[config.mk]
export PLATFORM = sky130hd
export DESIGN_NAME = siso_demux4
export DESIGN_NICKNAME = d
export VERILOG_FILES = /design/src/rtl/siso_pkg.sv /design/src/rtl/nibble_fifo2.sv /design/src/rtl/siso_demux4.sv
export SDC_FILE = /design/constraint.sdc
export NUM_CORES = 1
export LEC_CHECK = 0
export BUFFER_PORTS_ARGS = -buffer_cell sky130_fd_sc_hd__buf_2
export CORE_ASPECT_RATIO = 0.7
export CORE_MARGIN = 4
export CORE_UTILIZATION = 40
export CTS_BUF_LIST = sky130_fd_sc_hd__clkbuf_16
export DETAILED_ROUTE_END_ITERATION = 16
export SLEW_MARGIN = 5
export SYNTH_ARGS = -nofsm -noshare
export SYNTH_HDL_FRONTEND = slang
export SYNTH_SLANG_ARGS = --single-unit
export TNS_END_PERCENT = 50
[constraint.sdc]
create_clock -name CLK -period 1.68 [get_ports CLK]
set_input_delay 0.084 -clock CLK [delete_from_list [all_inputs] [get_ports CLK]]
set_output_delay 0.084 -clock CLK [all_outputs]
set_load 0.1 [all_outputs]
[src/rtl/siso_pkg.sv]
// Shared constants and types for the serial-to-4-lane demultiplexer.
package siso_pkg;
  localparam int LANES         = 4;
  localparam int FIFO_DEPTH    = 2;
  localparam int CNT_W         = $clog2(LANES);
  localparam int LVL_W         = $clog2(FIFO_DEPTH + 1);
  localparam int CONSUME_PHASE = 7;

  typedef logic [LANES-1:0] nibble_t;

  localparam nibble_t IDLE_NIBBLE = 4'b0000;
endpackage

[src/rtl/nibble_fifo2.sv]
// Two-entry nibble FIFO. A pop is evaluated before a push on the same edge,
// so a full FIFO can accept while draining, and an empty one never bypasses.
module nibble_fifo2
  import siso_pkg::*;
(
  input  logic             clk,
  input  logic             rst_n,
  input  logic             i_push,
  input  nibble_t          i_data,
  input  logic             i_pop,
  output nibble_t          o_rd_data,
  output logic             o_pop_ok,
  output logic             o_drop,
  output logic [LVL_W-1:0] o_lvl
);

  nibble_t          r_mem [FIFO_DEPTH];
  logic             r_wr_ptr;
  logic             r_rd_ptr;
  logic [LVL_W-1:0] r_lvl;

  logic w_full;
  logic w_pop_ok;
  logic w_push_ok;

  assign w_full    = (r_lvl == LVL_W'(FIFO_DEPTH));
  assign w_pop_ok  = i_pop && (r_lvl != '0);
  assign w_push_ok = i_push && (!w_full || w_pop_ok);

  assign o_rd_data = r_mem[r_rd_ptr];
  assign o_pop_ok  = w_pop_ok;
  assign o_drop    = i_push && !w_push_ok;
  assign o_lvl     = r_lvl;

  always_ff @(posedge clk or negedge rst_n) begin
    if (!rst_n) begin
      for (int i = 0; i < FIFO_DEPTH; i++) r_mem[i] <= IDLE_NIBBLE;
      r_wr_ptr <= 1'b0;
      r_rd_ptr <= 1'b0;
      r_lvl    <= '0;
    end else begin
      // At full with a pop, wr_ptr equals rd_ptr: the slot is read out and
      // overwritten on the same edge.
      if (w_push_ok) begin
        r_mem[r_wr_ptr] <= i_data;
        r_wr_ptr        <= ~r_wr_ptr;
      end
      if (w_pop_ok) r_rd_ptr <= ~r_rd_ptr;
      case ({w_push_ok, w_pop_ok})
        2'b10:   r_lvl <= r_lvl + 1'b1;
        2'b01:   r_lvl <= r_lvl - 1'b1;
        default: r_lvl <= r_lvl;
      endcase
    end
  end

endmodule

[src/rtl/siso_demux4.sv]
// Serial bit assembler feeding a 2-entry FIFO that drains one nibble onto
// LANE4 per consume strobe (PHASE[7]), with sticky overrun/underrun flags.
module siso_demux4
  import siso_pkg::*;
(
  input  logic             CLK,
  input  logic             RESET,
  input  logic             D_IN,
  input  logic             D_VALID,
  input  logic [7:0]       PHASE,
  input  logic             ALIGN,
  input  logic             CLR_FLAGS,
  output logic [LANES-1:0] LANE4,
  output logic             LANE_LOAD,
  output logic [1:0]       FIFO_LVL,
  output logic             OVERRUN,
  output logic             UNDERRUN
);

  logic [CNT_W-1:0] r_bit_cnt;
  nibble_t          r_asm;
  nibble_t          r_lane4;
  logic             r_lane_load;
  logic             r_overrun;
  logic             r_underrun;

  logic             w_consume;
  logic             w_accept;
  logic             w_push;
  nibble_t          w_nibble;
  nibble_t          w_rd_data;
  logic             w_pop_ok;
  logic             w_drop;
  logic [LVL_W-1:0] w_lvl;
  logic             w_unused_phase;

  // Only the consume phase is decoded; the other strobes are ignored.
  assign w_consume      = PHASE[CONSUME_PHASE];
  assign w_unused_phase = ^PHASE;

  assign w_accept = D_VALID && !ALIGN;
  assign w_push   = w_accept && (r_bit_cnt == CNT_W'(LANES - 1));

  always_comb begin
    w_nibble            = r_asm;
    w_nibble[r_bit_cnt] = D_IN;
  end

  always_ff @(posedge CLK or negedge RESET) begin
    if (!RESET) begin
      r_bit_cnt <= '0;
      r_asm     <= IDLE_NIBBLE;
    end else if (ALIGN) begin
      r_bit_cnt <= '0;
      r_asm     <= IDLE_NIBBLE;
    end else if (w_push) begin
      r_bit_cnt <= '0;
      r_asm     <= IDLE_NIBBLE;
    end else if (w_accept) begin
      r_bit_cnt <= r_bit_cnt + 1'b1;
      r_asm     <= w_nibble;
    end
  end

  nibble_fifo2 u_fifo (
    .clk       (CLK),
    .rst_n     (RESET),
    .i_push    (w_push),
    .i_data    (w_nibble),
    .i_pop     (w_consume),
    .o_rd_data (w_rd_data),
    .o_pop_ok  (w_pop_ok),
    .o_drop    (w_drop),
    .o_lvl     (w_lvl)
  );

  // An empty consume presents the idle nibble rather than holding stale data.
  always_ff @(posedge CLK or negedge RESET) begin
    if (!RESET) begin
      r_lane4     <= IDLE_NIBBLE;
      r_lane_load <= 1'b0;
    end else begin
      r_lane_load <= w_consume && w_pop_ok;
      if (w_consume) r_lane4 <= w_pop_ok ? w_rd_data : IDLE_NIBBLE;
    end
  end

  always_ff @(posedge CLK or negedge RESET) begin
    if (!RESET) begin
      r_overrun  <= 1'b0;
      r_underrun <= 1'b0;
    end else begin
      r_overrun  <= w_drop || (r_overrun && !CLR_FLAGS);
      r_underrun <= (w_consume && !w_pop_ok) || (r_underrun && !CLR_FLAGS);
    end
  end

  assign LANE4     = r_lane4;
  assign LANE_LOAD = r_lane_load;
  assign FIFO_LVL  = w_lvl;
  assign OVERRUN   = r_overrun;
  assign UNDERRUN  = r_underrun;

endmodule

Word-level counts from Yosys, hierarchy flattened
Cells that the tools add are included.

storage, ports and cells
  register bits = 25
  output and inout bits = 9
  input port bits = 14
  logic and storage cells = 66

cells by class
  $add $sub $neg = 3
  reductions and logical operators = 22
  bitwise gates (word level) = 4
  mux-type cells = 17
  equality and inequality tests = 4
  order comparisons = 5

operators by type and width
  cell                                                                                 number
  4-bit two-way mux                                                                    8
  1-bit logical AND                                                                    11
  8-bit bitwise mux                                                                    1
  2-bit == test, second input constant                                                 3
  2-bit two-way mux                                                                    3
  1-bit logical NOT                                                                    5
  2-bit by 1-bit adder with 2-bit output, second input constant                        2
  4-bit bitwise mux                                                                    1
  4-bit demux with 1-bit select                                                        1
  2-bit greater-or-equal comparator, second input constant                             2
  1-bit inverter with 2-bit output                                                     2
  2-bit one-hot mux with 2 select lines                                                1
  2-bit nonzero test                                                                   2
  1-bit logical OR                                                                     3
  2-bit by 3-bit < comparator with 1-bit output, second input constant                 1
  3-bit nonzero test                                                                   1
  1-bit demux with 2-bit select                                                        1
  2-bit by 1-bit == test with 1-bit output, second input constant                      1
  2-bit by 1-bit greater-or-equal comparator with 1-bit output, second input constant  1
  2-bit by 1-bit < comparator with 1-bit output, second input constant                 1
  1-bit inverter                                                                       2
  2-bit by 1-bit subtractor with 2-bit output, second input constant                   1
  1-bit two-way mux                                                                    1

Logic depth before layout (Yosys ltp)
Gate-level depths: netlist of the first run.

  word-level depth = 8
  depth in mapped cells = 5
  depth with buffers taken out = 5

By module
Synthesis of the first run repeated with hierarchy kept, for this count alone.

unflattened totals
  cell total of the unflattened synthesis = 95
  area total of the unflattened synthesis = 1217.4 um2

by module, submodules not included
  module        seq. area each (um2)  cells each  times used  area each (um2)
  siso_demux4   325.3                 57          1           669.4
  nibble_fifo2  300.3                 38          1           548.0

Worst setup path before layout of the first run
No wires, ideal clock.

  kind = reg2reg
  start = register u_fifo.r_lvl[1], in the netlist u_fifo.o_lvl[1]
  end = register u_fifo.r_mem[0] (netlist name)
  stages on the path, launching flop included = 4
  buffers on the path = 0
  setup slack = -0.327 ns
  setup time = 0.125 ns
  required time = 1.555 ns
  period minus slack after synthesis = 2.007 ns
  arrival = 1.882 ns
  cells stage by stage = dfrtp_1 or3b_4 nand3_4 mux2_4

between the ends
  longest elaborated chain between the ends = 4
  elaborated cells on any way between the ends = 6
  classes of those cells = eq/ne: 1; reduce/logical: 5

RTL lines
  element                                                 line                                    text
  start, declared                                         nibble_fifo2.sv:20                      logic [LVL_W-1:0] r_lvl;
  start signal, assigned                                  nibble_fifo2.sv:50                      2'b10: r_lvl <= r_lvl + 1'b1;
  start signal, assigned                                  nibble_fifo2.sv:51                      2'b01: r_lvl <= r_lvl - 1'b1;
  start signal, assigned                                  nibble_fifo2.sv:52                      default: r_lvl <= r_lvl;
  2-bit == test or 2-bit nonzero test (tied branches)     nibble_fifo2.sv:26, nibble_fifo2.sv:27
  1-bit logical NOT or 1-bit logical AND (tied branches)  nibble_fifo2.sv:28, nibble_fifo2.sv:27
  1-bit logical OR (*)                                    nibble_fifo2.sv:28                      assign w_push_ok = i_push && (!w_full || w_pop_ok);
  1-bit logical AND (*)                                   nibble_fifo2.sv:28
  end signal, assigned by index                           nibble_fifo2.sv:45                      r_mem[r_wr_ptr] <= i_data;
  end, declared                                           nibble_fifo2.sv:17                      nibble_t r_mem [FIFO_DEPTH];

Mark *: on every way between the ends. The rest lies on a longest branch, timed or not.
A chain may end at the register's enable or synchronous reset.

Worst setup path after layout of the first run
  start = register r_bit_cnt[1]
  end = register u_fifo.r_mem[4] (netlist name)

between the ends
  longest elaborated chain between the ends = 6
  elaborated cells on any way between the ends = 10
  classes of those cells = order compare: 2; eq/ne: 1; mux: 4; reduce/logical: 3

RTL lines
  element                                                                                                                                              line                text
  start, declared                                                                                                                                      siso_demux4.sv:20   logic [CNT_W-1:0] r_bit_cnt;
  start signal, assigned                                                                                                                               siso_demux4.sv:60   r_bit_cnt <= r_bit_cnt + 1'b1;
  2-bit by 3-bit < comparator with 1-bit output (implied by the code) or 2-bit by 1-bit greater-or-equal comparator with 1-bit output (tied branches)  siso_demux4.sv:46   w_nibble[r_bit_cnt] = D_IN;
  1-bit logical AND (implied by the code)                                                                                                              siso_demux4.sv:46
  1-bit two-way mux (implied by the code)                                                                                                              siso_demux4.sv:46
  1-bit demux with 2-bit select                                                                                                                        siso_demux4.sv:46
  4-bit bitwise mux                                                                                                                                    siso_demux4.sv:46
  8-bit bitwise mux                                                                                                                                    nibble_fifo2.sv:45

Several ways; a longest one is shown, not always the timed one.

==> run summary, run 1 <==
• finished clean — outcome
• 567 ps — Least-Margin Pin Slew
• 1440 um^2 — post-route cell area
• false — RSZ-0062 raised after global routing
• 644 MHz — top achievable clock speed
• 0 — count of pins over their slew limit
• 62.2% — Slew headroom
• 74.0 um — die width
• 765 — via count of the first global-routing pass
• 1 — CTS H-tree lvls
• primary input to flip-flop — Tightest Hold Check Type
• 0.660 mV — worst supply voltage drop on vdd
• 795 — vias after detailed routing
• 0 — count of maximum capacitance violations
• 26 — maximum number of pins on one net before global-route repair
• 1700 ps — crit path DAT
• 0.694 nW — leakage power of the design
• 2130 um — detailed-route wire length
• 70 ps — clock transition at the registers of the reported paths
• 0 — leftover overflow at the end of global routing
• 4 — Initial DRT Pass Iterations
• sky130_fd_sc_hd__clkbuf_16 — CTS Root Cell
• 973 nW/um^2 — power per cell area
• 0.694 — Final GP Congestion
• 1820 ps — Data required, critical path
• 0 — count of antenna diodes in the layout
• 410 ps — slowest stage delay, CP
• 260 ps — clock latency at the later pin of the worst-skew pair
• 6 — biggest fanout along the worst timing path
• 0 — warnings from Yosys
• flip-flop — crit path capture type
• 25 — post-synthesis register bit count
• 106 — Syn Inst Count
• 42.6% — Initial Util
• 25 — sink count of the clock tree
• 124 — Mapped Nets
• 0 — number of nets with antenna violations after routing
• 13.3 um — mean routed wirelength per cell
• sky130_fd_sc_hd__dfrtp_2 — critical path's slowest cell
• 51.3% — register area share after synthesis
• 0 — antenna violations before repair
• 11.5 um^2 — average cell area after synthesis
• 15 — port buffer count
• 0 — setup violation total in the final timing report
• 266 — fill cell total of the finished layout
• 0 ps — final-layout setup total negative slack
• 34 — number of distinct library cells after synthesis
• 0 — Residual DRC
• 28.2% — share of layout cells above drive strength 1
• 16 — placement row count
• 1550 ps — Period minus WS final
• 2 — Bufs on Longest Clock Path
• 1220 um^2 — post-synthesis instance area
• 4.97 — average via count per standard cell
• 143 — Net count, final
• 1600 um — DP HPWL
• ha_4 -> nand3b_1 -> nor3_4 -> mux2_1 — Critical Path, Cell by Cell
• flip-flop — element type at the critical path start
• built — TritonCTS clock tree
• 3540 um — first-pass GRT wire length
• 1340 um^2 — cell area reported after detailed placement
• 18.3% — Area growth syn-to-layout
• 23 — boundary pin count
• 30 — Starting DRT DRC Count
• 92.4% — share of the cycle needed by the critical path after routing
• 54.2 um — die outline height
• 5.20 ps — clock skew after layout
• 2860 um^2 — total core area
• 130 ps — minimum setup slack among reg-to-reg paths
• flip-flop to flip-flop — kind of critical path
• 3 — clock buffers created by TritonCTS
• 11.8% — total global routing track utilization
• 0 — number of endpoints with negative hold slack in the final report
• 0 — post-CTS setup repair buffer count
• 4010 um^2 — die area
report_power, final:
group	switching [mW]	internal (mW)	total, mW
combinational	0.0941	0.0787	0.173
clock	0.209	0.323	0.532
sequential	0.0551	0.643	0.698
total	0.359	1.04	1.40
cells by family after synthesis:
group	share of synthesized area, %
mux	12.7
fa+ha+maj	4.10
compound gates	11.6
flops	51.3
xor+xnor	1.44
buf+inv	4.72
simple gates	14.2
worst paths after layout:
check	startpoint	end	cells after the start
setup / recovery	r_bit_cnt[1]	u_fifo.r_mem[4]	4
min in group asynchronous	RESET	u_fifo.r_mem[4]	2
hold / removal	CLR_FLAGS	OVERRUN	2
hold reg to reg	r_asm[2]	r_asm[2]	2
setup reg to reg	r_bit_cnt[1]	u_fifo.r_mem[4]	4
max in group asynchronous	RESET	u_fifo.o_lvl[1]	2
cell usage after synthesis:
cell type / number / area [um^2]
sky130_fd_sc_hd__dfrtp_1: 25 / 626
sky130_fd_sc_hd__inv_1: 11 / 41.3
sky130_fd_sc_hd__o21ai_0: 6 / 30.0
sky130_fd_sc_hd__mux2i_1: 5 / 50.1
sky130_fd_sc_hd__nand2_1: 5 / 18.8
sky130_fd_sc_hd__nor2_1: 5 / 18.8
sky130_fd_sc_hd__o22ai_1: 5 / 31.3
sky130_fd_sc_hd__ha_1: 4 / 50.1
sky130_fd_sc_hd__mux2_1: 4 / 45.0
sky130_fd_sc_hd__mux2_4: 4 / 60.1
sky130_fd_sc_hd__a21oi_1: 3 / 15.0
sky130_fd_sc_hd__nor2b_1: 3 / 18.8
sky130_fd_sc_hd__a21o_1: 2 / 15.0
sky130_fd_sc_hd__a31oi_1: 2 / 12.5
sky130_fd_sc_hd__nand2b_1: 2 / 12.5
sky130_fd_sc_hd__xnor2_1: 2 / 17.5
sky130_fd_sc_hd__a211oi_1: 1 / 7.51
sky130_fd_sc_hd__a311oi_1: 1 / 8.76
sky130_fd_sc_hd__and3b_2: 1 / 10.0
sky130_fd_sc_hd__and3b_4: 1 / 12.5
sky130_fd_sc_hd__buf_1: 1 / 3.75
sky130_fd_sc_hd__buf_2: 1 / 5.00
sky130_fd_sc_hd__buf_4: 1 / 7.51
sky130_fd_sc_hd__nand3_1: 1 / 5.00
sky130_fd_sc_hd__nand3_4: 1 / 17.5
sky130_fd_sc_hd__nand3b_1: 1 / 7.51
sky130_fd_sc_hd__nor3_1: 1 / 5.00
sky130_fd_sc_hd__nor3_4: 1 / 16.3
sky130_fd_sc_hd__nor3b_2: 1 / 12.5
sky130_fd_sc_hd__o21a_1: 1 / 7.51
sky130_fd_sc_hd__o21ai_1: 1 / 5.00
sky130_fd_sc_hd__o32ai_1: 1 / 8.76
sky130_fd_sc_hd__or2_2: 1 / 6.26
sky130_fd_sc_hd__or3b_4: 1 / 11.3
per-layer routing:
metal | vias to the layer above | track usage [%] | share of wire, %
met1 | 374 | 15.6 | 52
met5 | - | 0 | 0
met2 | 13 | 19.1 | 44
met3 | 0 | 4.48 | 4.1
li1 | 408 | - | -
met4 | 0 | 0.904 | 0
cell type report:
type | count | area [um^2] | share of cell area (%)
multi-input cells | 67 | 549 | 38.1
inverters | 11 | 41.3 | 2.86
clock inverters | 1 | 7.51 | 0.520
well taps | 36 | 45.0 | 3.12
repair buffers | 17 | 92.6 | 6.42
flip-flops and latches | 25 | 632 | 43.8
clock buffers | 3 | 75.1 | 5.20
per-stage QoR:
stage | total power, mW | setup WS (ps) | instances | utilization, % | hold WS, ps
after global placement | 0.873 | 103 | 155 | 46.7 | 111
after detailed placement | 0.881 | 70.2 | 155 | 46.7 | 113
after floorplan | 0.828 | 41.5 | 106 | - | -212
final | 1.40 | 128 | 160 | 50.4 | 24.0
after global routing | 1.46 | 31.7 | 160 | 50.4 | 27.7
after CTS | 1.42 | 61.4 | 160 | 49.9 | 20.5
critical path: cells and delay by family, from the launching register on:
| family | cells | cell delay, ps |
|---|---|---|
| muxes | 1 | 360 |
| DFF | 1 | 410 |
| adders and majority gates | 1 | 170 |
| and+or+nand+nor | 2 | 510 |
state kept, by name, summed over array words and instances, names as in the netlist:
signal           cells
u_fifo.r_wr_ptr      1
OVERRUN              1
u_fifo.r_rd_ptr      1
u_fifo.o_lvl         2
LANE4                4
UNDERRUN             1
LANE_LOAD            1
r_bit_cnt            2
r_asm                4
u_fifo.r_mem         8
cell usage in the layout, fill, tap and decap left out, drive strengths merged, types with 2 or more instances in the layout:
cell / Yosys / layout
o22ai: 5 / 5
o21ai: 7 / 7
mux2: 8 / 8
nand2b: 2 / 2
nand2: 5 / 5
dfrtp: 25 / 25
a21oi: 3 / 3
a21o: 2 / 2
a31oi: 2 / 2
nor2: 5 / 5
mux2i: 5 / 5
xnor2: 2 / 2
nor3: 2 / 2
buf: 3 / 16
nand3: 2 / 2
nor2b: 3 / 3
ha: 4 / 4
inv: 11 / 11
clkbuf: 0 / 3
and3b: 2 / 2
repair_timing:
| item | CTS | global route |
|---|---|---|
| hold endpoints to repair | 25 | 0 |
| endpoints found under the setup margin | 0 | 4 |
| hold buffers | 1 | 0 |
| gates resized for setup | 0 | 3 |
Note: power is estimated with default switching activity, not from simulation.
==> inputs of run 2 (changes only) <==
--- a/config.mk
+++ b/config.mk
@@ -6,7 +6,7 @@
 export NUM_CORES = 1
 export LEC_CHECK = 0
 export BUFFER_PORTS_ARGS = -buffer_cell sky130_fd_sc_hd__buf_2
-export CORE_ASPECT_RATIO = 0.7
+export CORE_ASPECT_RATIO = 1.1
 export CORE_MARGIN = 4
 export CORE_UTILIZATION = 40
 export CTS_BUF_LIST = sky130_fd_sc_hd__clkbuf_16
==> run summary, run 2 (same netlist as run 1, synthesis figures left out) <==
• finished clean — outcome
• 65.9 um — die outline height
• 15 — port buffer count
• sky130_fd_sc_hd__clkbuf_16 — CTS Root Cell
• 25.8% — share of layout cells above drive strength 1
• 49.8% — core utilization of the finished layout
• 1500 um — DP HPWL
• 4 — logic depth of the worst register-to-register path
• 0 — count of maximum capacitance violations
• 42.8% — Initial Util
• 258 — fill cell total of the finished layout
• 23 x sky130_fd_sc_hd__dfrtp_1, 15 x sky130_fd_sc_hd__buf_2, 12 x sky130_fd_sc_hd__inv_1, 6 x sky130_fd_sc_hd__o21ai_0 — commonest cells after routing, fill and taps aside
• 16.5% — Area growth syn-to-layout
• 0.703 nW — leakage power of the design
• 783 — vias after detailed routing
• 1420 um^2 — post-route cell area
• 8 — flip-flop count of the largest register after layout
• 965 nW/um^2 — power per cell area
• 250 ps — clock latency at the later pin of the worst-skew pair
• 25 — sink count of the clock tree
• 0 — setup violation total in the final timing report
• 788 — via count of the first global-routing pass
• 0.719 — Final GP Congestion
• 1550 ps — Period minus WS final
• 130 ps — minimum setup slack among reg-to-reg paths
• 26 — maximum number of pins on one net before global-route repair
• 0 — leftover overflow at the end of global routing
• 63.8% — Slew headroom
• 60.7 um — die width
• 0 — Gates resized, CTS repair
• false — RSZ-0062 raised after global routing
• u_fifo.r_mem[4] — RR Endpoint
• 12.7 um — mean routed wirelength per cell
• primary input to flip-flop — Tightest Hold Check Type
• 152 — Post-Place Cells
• sky130_fd_sc_hd__dfrtp_1 — leading cell type in the layout, fill and taps excluded
• 0 — count of antenna diodes in the layout
• built — TritonCTS clock tree
• r_bit_cnt[0] — Reg-to-Reg Start
• flip-flop to flip-flop — kind of critical path
• 157 — non-filler instance count after layout
• 14 — Starting DRT DRC Count
• 60 ps — clock transition at the registers of the reported paths
• OVERRUN — end point of the worst hold path
• 4000 um^2 — die area
• u_fifo.r_mem — register ranked first by flip-flop count
• flip-flop — crit path capture type
• 1810 ps — Data required, critical path
• 1680 ps — crit path DAT
• flip-flop — element type at the critical path start
• 1330 um^2 — cell area reported after detailed placement
• 0 — number of endpoints with negative hold slack in the final report
• 0 — Residual DRC
• 0 — number of nets with antenna violations after routing
• 3370 um — first-pass GRT wire length
• 1.57 ps — clock skew after layout
• 1990 um — detailed-route wire length
• 1.37 mW — Final Power
• 0.565 mV — worst supply voltage drop on vdd
• 2 — hold-critical path depth
• 92.3% — share of the cycle needed by the critical path after routing
• CLR_FLAGS — hold path startpoint
• 543 ps — Least-Margin Pin Slew
• 20 — placement row count
• 3 — clock buffers created by TritonCTS
• 2850 um^2 — total core area
• 5 — biggest fanout along the worst timing path
• 0 ps — final-layout setup total negative slack
• 0 — count of pins over their slew limit
• 4.99 — average via count per standard cell
• 0 — antenna violations before repair
• 4 — Initial DRT Pass Iterations
• 2 — Bufs on Longest Clock Path
• 645 MHz — top achievable clock speed
• 143 — Net count, final
• 23 — boundary pin count
• 10.9% — total global routing track utilization
• 1 — CTS H-tree lvls
==> run 2: critical path: stages, from the launching register on <==
cell                       delay [ps]
sky130_fd_sc_hd__dfrtp_1          410
sky130_fd_sc_hd__ha_1             210
sky130_fd_sc_hd__nand3b_1         170
sky130_fd_sc_hd__nor3_4           280
sky130_fd_sc_hd__mux2_1           370
==> run 2: power by group <==
part | switching [mW] | internal [mW] | leakage, nW
sequential | 0.0531 | 0.643 | 0.337
combinational | 0.0907 | 0.0755 | 0.323
clock | 0.192 | 0.317 | 0.0423
==> run 2: worst max-delay path by stage <==
stage	from	endpoint	slack, ps	cells after the start
after floorplan	u_fifo.o_lvl[0]	u_fifo.r_mem[0]	40	3
after global placement	r_bit_cnt[0]	u_fifo.r_mem[5]	170	4
after detailed placement	r_bit_cnt[0]	u_fifo.r_mem[7]	160	4
after CTS	r_bit_cnt[0]	u_fifo.r_mem[4]	130	4
after global routing	r_bit_cnt[0]	u_fifo.r_mem[4]	50	4
final	r_bit_cnt[0]	u_fifo.r_mem[4]	130	4
==> run 2: area by class of cell <==
cell class	count	area (um^2)	share of cell area (%)
clock buffer	3	75.1	5.28
clock inverter	1	3.75	0.264
inverter	11	41.3	2.90
multi-input combinational	67	537	37.8
sequential	25	631	44.4
tap	33	41.3	2.90
timing repair buffer	17	92.6	6.51
==> run 2: layer usage <==
metal / up-vias / GRT usage [%] / part of all wire (%)
li1: 408 / - / -
met1: 361 / 14.5 / 51
met2: 12 / 17.5 / 46
met3: 2 / 1.76 / 2.9
met4: 0 / 4.07 / 0.55
met5: - / 0 / 0
==> run 2: repair_timing <==
action / 4_1_cts / 5_1_grt
setup buffers: 0 / 0
hold buffers: 1 / 0
endpoints found under the hold margin: 25 / 0
==> run 2: through the flow <==
| stage | hold WS [ps] | setup WS, ps |
|---|---|---|
| after floorplan | -212 | 41.5 |
| after detailed placement | 115 | 161 |
| after global routing | 27.9 | 46.6 |
| final | 18.8 | 130 |
| after CTS | 15.8 | 126 |
| after global placement | 106 | 172 |
==> inputs of run 3 (changes only) <==
--- a/config.mk
+++ b/config.mk
@@ -14,5 +14,6 @@
 export SLEW_MARGIN = 5
 export SYNTH_ARGS = -nofsm -noshare
 export SYNTH_HDL_FRONTEND = slang
+export SYNTH_HIERARCHICAL = 1
 export SYNTH_SLANG_ARGS = --single-unit
 export TNS_END_PERCENT = 50
==> constraint.sdc (replaced) <==
create_clock -name CLK -period 1.68 [get_ports CLK]
set_input_delay 0.084 -clock CLK [delete_from_list [all_inputs] [get_ports CLK]]
set_output_delay 0.084 -clock CLK [all_outputs]
set_load 0.05 [all_outputs]
==> run summary, run 3 <==
• finished clean — outcome
• 260 ps — clock latency at the later pin of the worst-skew pair
• 95 — Syn Inst Count
• 581 um^2 — area of the multi-input gates
• 42.7% — Initial Util
• 23 x sky130_fd_sc_hd__dfrtp_1, 16 x sky130_fd_sc_hd__mux2_2, 15 x sky130_fd_sc_hd__buf_2, 6 x sky130_fd_sc_hd__inv_1, 6 x sky130_fd_sc_hd__buf_4 — commonest cells after routing, fill and taps aside
• 94.3 ps — Worst Slack Setup Final
• 94.4% — share of the cycle needed by the critical path after routing
• 60.6 um — die width
• 0 — count of maximum capacitance violations
• 8 — logic depth of the worst register-to-register path
• 0.763 — Final GP Congestion
• flip-flop to flip-flop — kind of critical path
• 2310 um — detailed-route wire length
• 60 ps — clock transition at the registers of the reported paths
• sky130_fd_sc_hd__clkbuf_16 — CTS Root Cell
• 3 — clock buffers created by TritonCTS
• sky130_fd_sc_hd__dfrtp_1 51%, sky130_fd_sc_hd__mux2_2 15%, sky130_fd_sc_hd__ha_1 5.1% — top cells by area, synth
• 1730 ps — crit path DAT
• 1 — CTS H-tree lvls
• 1620 um — DP HPWL
• 3 — hold-critical path depth
• 0.721 nW — leakage power of the design
• 1170 nW/um^2 — power per cell area
• 1590 ps — Period minus WS final
• 62.2% — Slew headroom
• 4 — biggest fanout along the worst timing path
• 360 ps — slowest stage delay, CP
• 0 — number of nets with antenna violations after routing
• 25 — post-synthesis register bit count
• u_fifo/r_mem — register ranked first by flip-flop count
• 15 — port buffer count
• sky130_fd_sc_hd__dfrtp_1 — cell taking the most area after synthesis
• 65.9 um — die outline height
• 13.5% — total global routing track utilization
• 0 — count of pins over their slew limit
• 628 um^2 — Sequential Area
• 3990 um^2 — die area
• 21.8% — Area growth syn-to-layout
• 4 — Initial DRT Pass Iterations
• 8 — Levels on crit path
• 0 — setup violation total in the final timing report
• 0 — number of endpoints with negative hold slack in the final report
• 8 — flip-flop count of the largest register after layout
• 3940 um — first-pass GRT wire length
• sky130_fd_sc_hd__nor2_2 — cell repeated most along the worst path
• sky130_fd_sc_hd__dfrtp_1 — Primary FF master, synth
• 2850 um^2 — total core area
• 852 — via count of the first global-routing pass
• 773 — vias after detailed routing
• 45.0% — share of layout cells above drive strength 1
• 1220 um^2 — post-synthesis instance area
• 86.3 ps — hold_ws
• flip-flop — element type at the critical path start
• 100% — proportion of synthesized flip-flops having asynchronous set or reset
• sky130_fd_sc_hd__dfrtp_1 — most frequent cell after synthesis
• 1.67 ps — clock skew after layout
• 35.6 ps — placement-stage worst setup slack
• 5.05 — average via count per standard cell
• primary input to flip-flop — Tightest Hold Check Type
• 12.8 um^2 — average cell area after synthesis
• 114 — Mapped Nets
• 25 — sink count of the clock tree
• 0 ps — final-layout setup total negative slack
• 20 — placement row count
• sky130_fd_sc_hd__dfrtp_1 — critical path's slowest cell
• 25 x sky130_fd_sc_hd__dfrtp_1, 16 x sky130_fd_sc_hd__mux2_2, 6 x sky130_fd_sc_hd__inv_1 — leading post-synthesis cells by instance count
• flip-flop — crit path capture type
• 30 — Starting DRT DRC Count
• 0 — antenna violations before repair
• 2 — Bufs on Longest Clock Path
• 0 — count of antenna diodes in the layout
• simple AND/OR/NAND/NOR gates — family with the most delay on the worst path
• 23 — boundary pin count
• 26 — maximum number of pins on one net before global-route repair
• built — TritonCTS clock tree
• 140 — Net count, final
• sky130_fd_sc_hd__dfrtp_1 — leading cell type in the layout, fill and taps excluded
• 568 ps — Least-Margin Pin Slew
• ha_2 -> nand2_2 -> nor2_2 -> nand2b_1 -> ha_4 -> xnor2_1 -> nor2_2 -> xor2_1 — Critical Path, Cell by Cell
• 27 — number of distinct library cells after synthesis
• 0 — CP bufs+invs
• 631 MHz — top achievable clock speed
• 0 — number of flops mapped to enable cells by yosys
• 51.4% — top-area cell type share of the netlist area
• 261 — fill cell total of the finished layout
• 1.18 mV — worst supply voltage drop on vdd
• 15.1 um — mean routed wirelength per cell
• 6 — warnings from Yosys
• false — RSZ-0062 raised after global routing
• 0 — Residual DRC
• 1820 ps — Data required, critical path
• 51.4% — register area share after synthesis
• 0 — leftover overflow at the end of global routing
-- run 3: cell count changes after synthesis, moves of 3 or more --
cell and change:
sky130_fd_sc_hd__a21oi_1 -3, sky130_fd_sc_hd__inv_1 -5, sky130_fd_sc_hd__mux2_1 -4, sky130_fd_sc_hd__mux2_2 +16, sky130_fd_sc_hd__mux2_4 -4, sky130_fd_sc_hd__mux2i_1 -4, sky130_fd_sc_hd__nand2_1 -3, sky130_fd_sc_hd__nand3_1 +3
sky130_fd_sc_hd__o21ai_0 -3, sky130_fd_sc_hd__o22ai_1 -5
-- run 3: what timing repair did --
item / in CTS / in global routing
hold buffers: 1 / 0
gates resized for setup: 0 / 5
setup buffers: 0 / 1
hold endpoints to repair: 25 / 0
endpoints found under the setup margin: 0 / 9
-- run 3: logic make-up after synthesis --
group	count (synthesis)	share of synthesized area [%]
flip-flops	25	51.4
AND/OR/NAND/NOR	22	11.3
multiplexers	17	15.6
AO/OA/AOI/OAI	14	10.2
buffers and inverters	7	2.77
XOR/XNOR	5	3.60
adder cells (fa/ha/maj)	5	5.14
-- run 3: metal layers --
layer | vias up | GRT usage [%] | part of all wire, %
met2 | 16 | 20.5 | 48
met3 | 4 | 3.13 | 5.1
met5 | - | 0 | 0
li1 | 382 | - | -
met4 | 0 | 7.32 | 1.8
met1 | 371 | 17.4 | 45
-- run 3: report_power, final --
| group | switching [mW] | total [mW] | internal (mW) |
|---|---|---|---|
| combinational | 0.273 | 0.445 | 0.172 |
| clock | 0.206 | 0.526 | 0.321 |
| sequential | 0.0802 | 0.761 | 0.681 |
-- run 3: final cells by class --
type                            instances  area share, %
Timing Repair Buffer                   22           8.78
Tap cell                               33           2.78
Multi-Input combinational cell         63           39.2
Sequential cell                        25           42.4
Inverter                                6           1.52
Clock buffer                            3           5.06
Clock inverter                          1          0.338
-- run 3: worst paths after layout --
kind                                        end          from  slack, ps
max in group asynchronous       u_fifo/o_lvl[0]         RESET        920
worst min-delay path                   UNDERRUN     CLR_FLAGS         90
worst min register to register          OVERRUN       OVERRUN        490
worst max-delay path            u_fifo/o_lvl[1]  r_bit_cnt[0]         90
min in group asynchronous          r_bit_cnt[1]         RESET        350
worst max register to register  u_fifo/o_lvl[1]  r_bit_cnt[0]         90
-- run 3: through the flow --
| step | area [um^2] | std cells | utilization, % | total power [mW] |
|---|---|---|---|---|
| final | 1480 | 153 | 52.0 | 1.73 |
| after CTS | 1450 | 152 | 50.9 | 1.74 |
| after global placement | 1360 | 147 | 47.8 | 1.18 |
| after floorplan | 1220 | 95 | - | 1.08 |
| after detailed placement | 1360 | 147 | 47.8 | 1.20 |
| after global routing | 1480 | 153 | 52.0 | 1.82 |
-- run 3: worst min-delay path, stage by stage --
cell and delay, ps:
sky130_fd_sc_hd__buf_2 70, sky130_fd_sc_hd__inv_1 40, sky130_fd_sc_hd__o2bb2ai_1 110
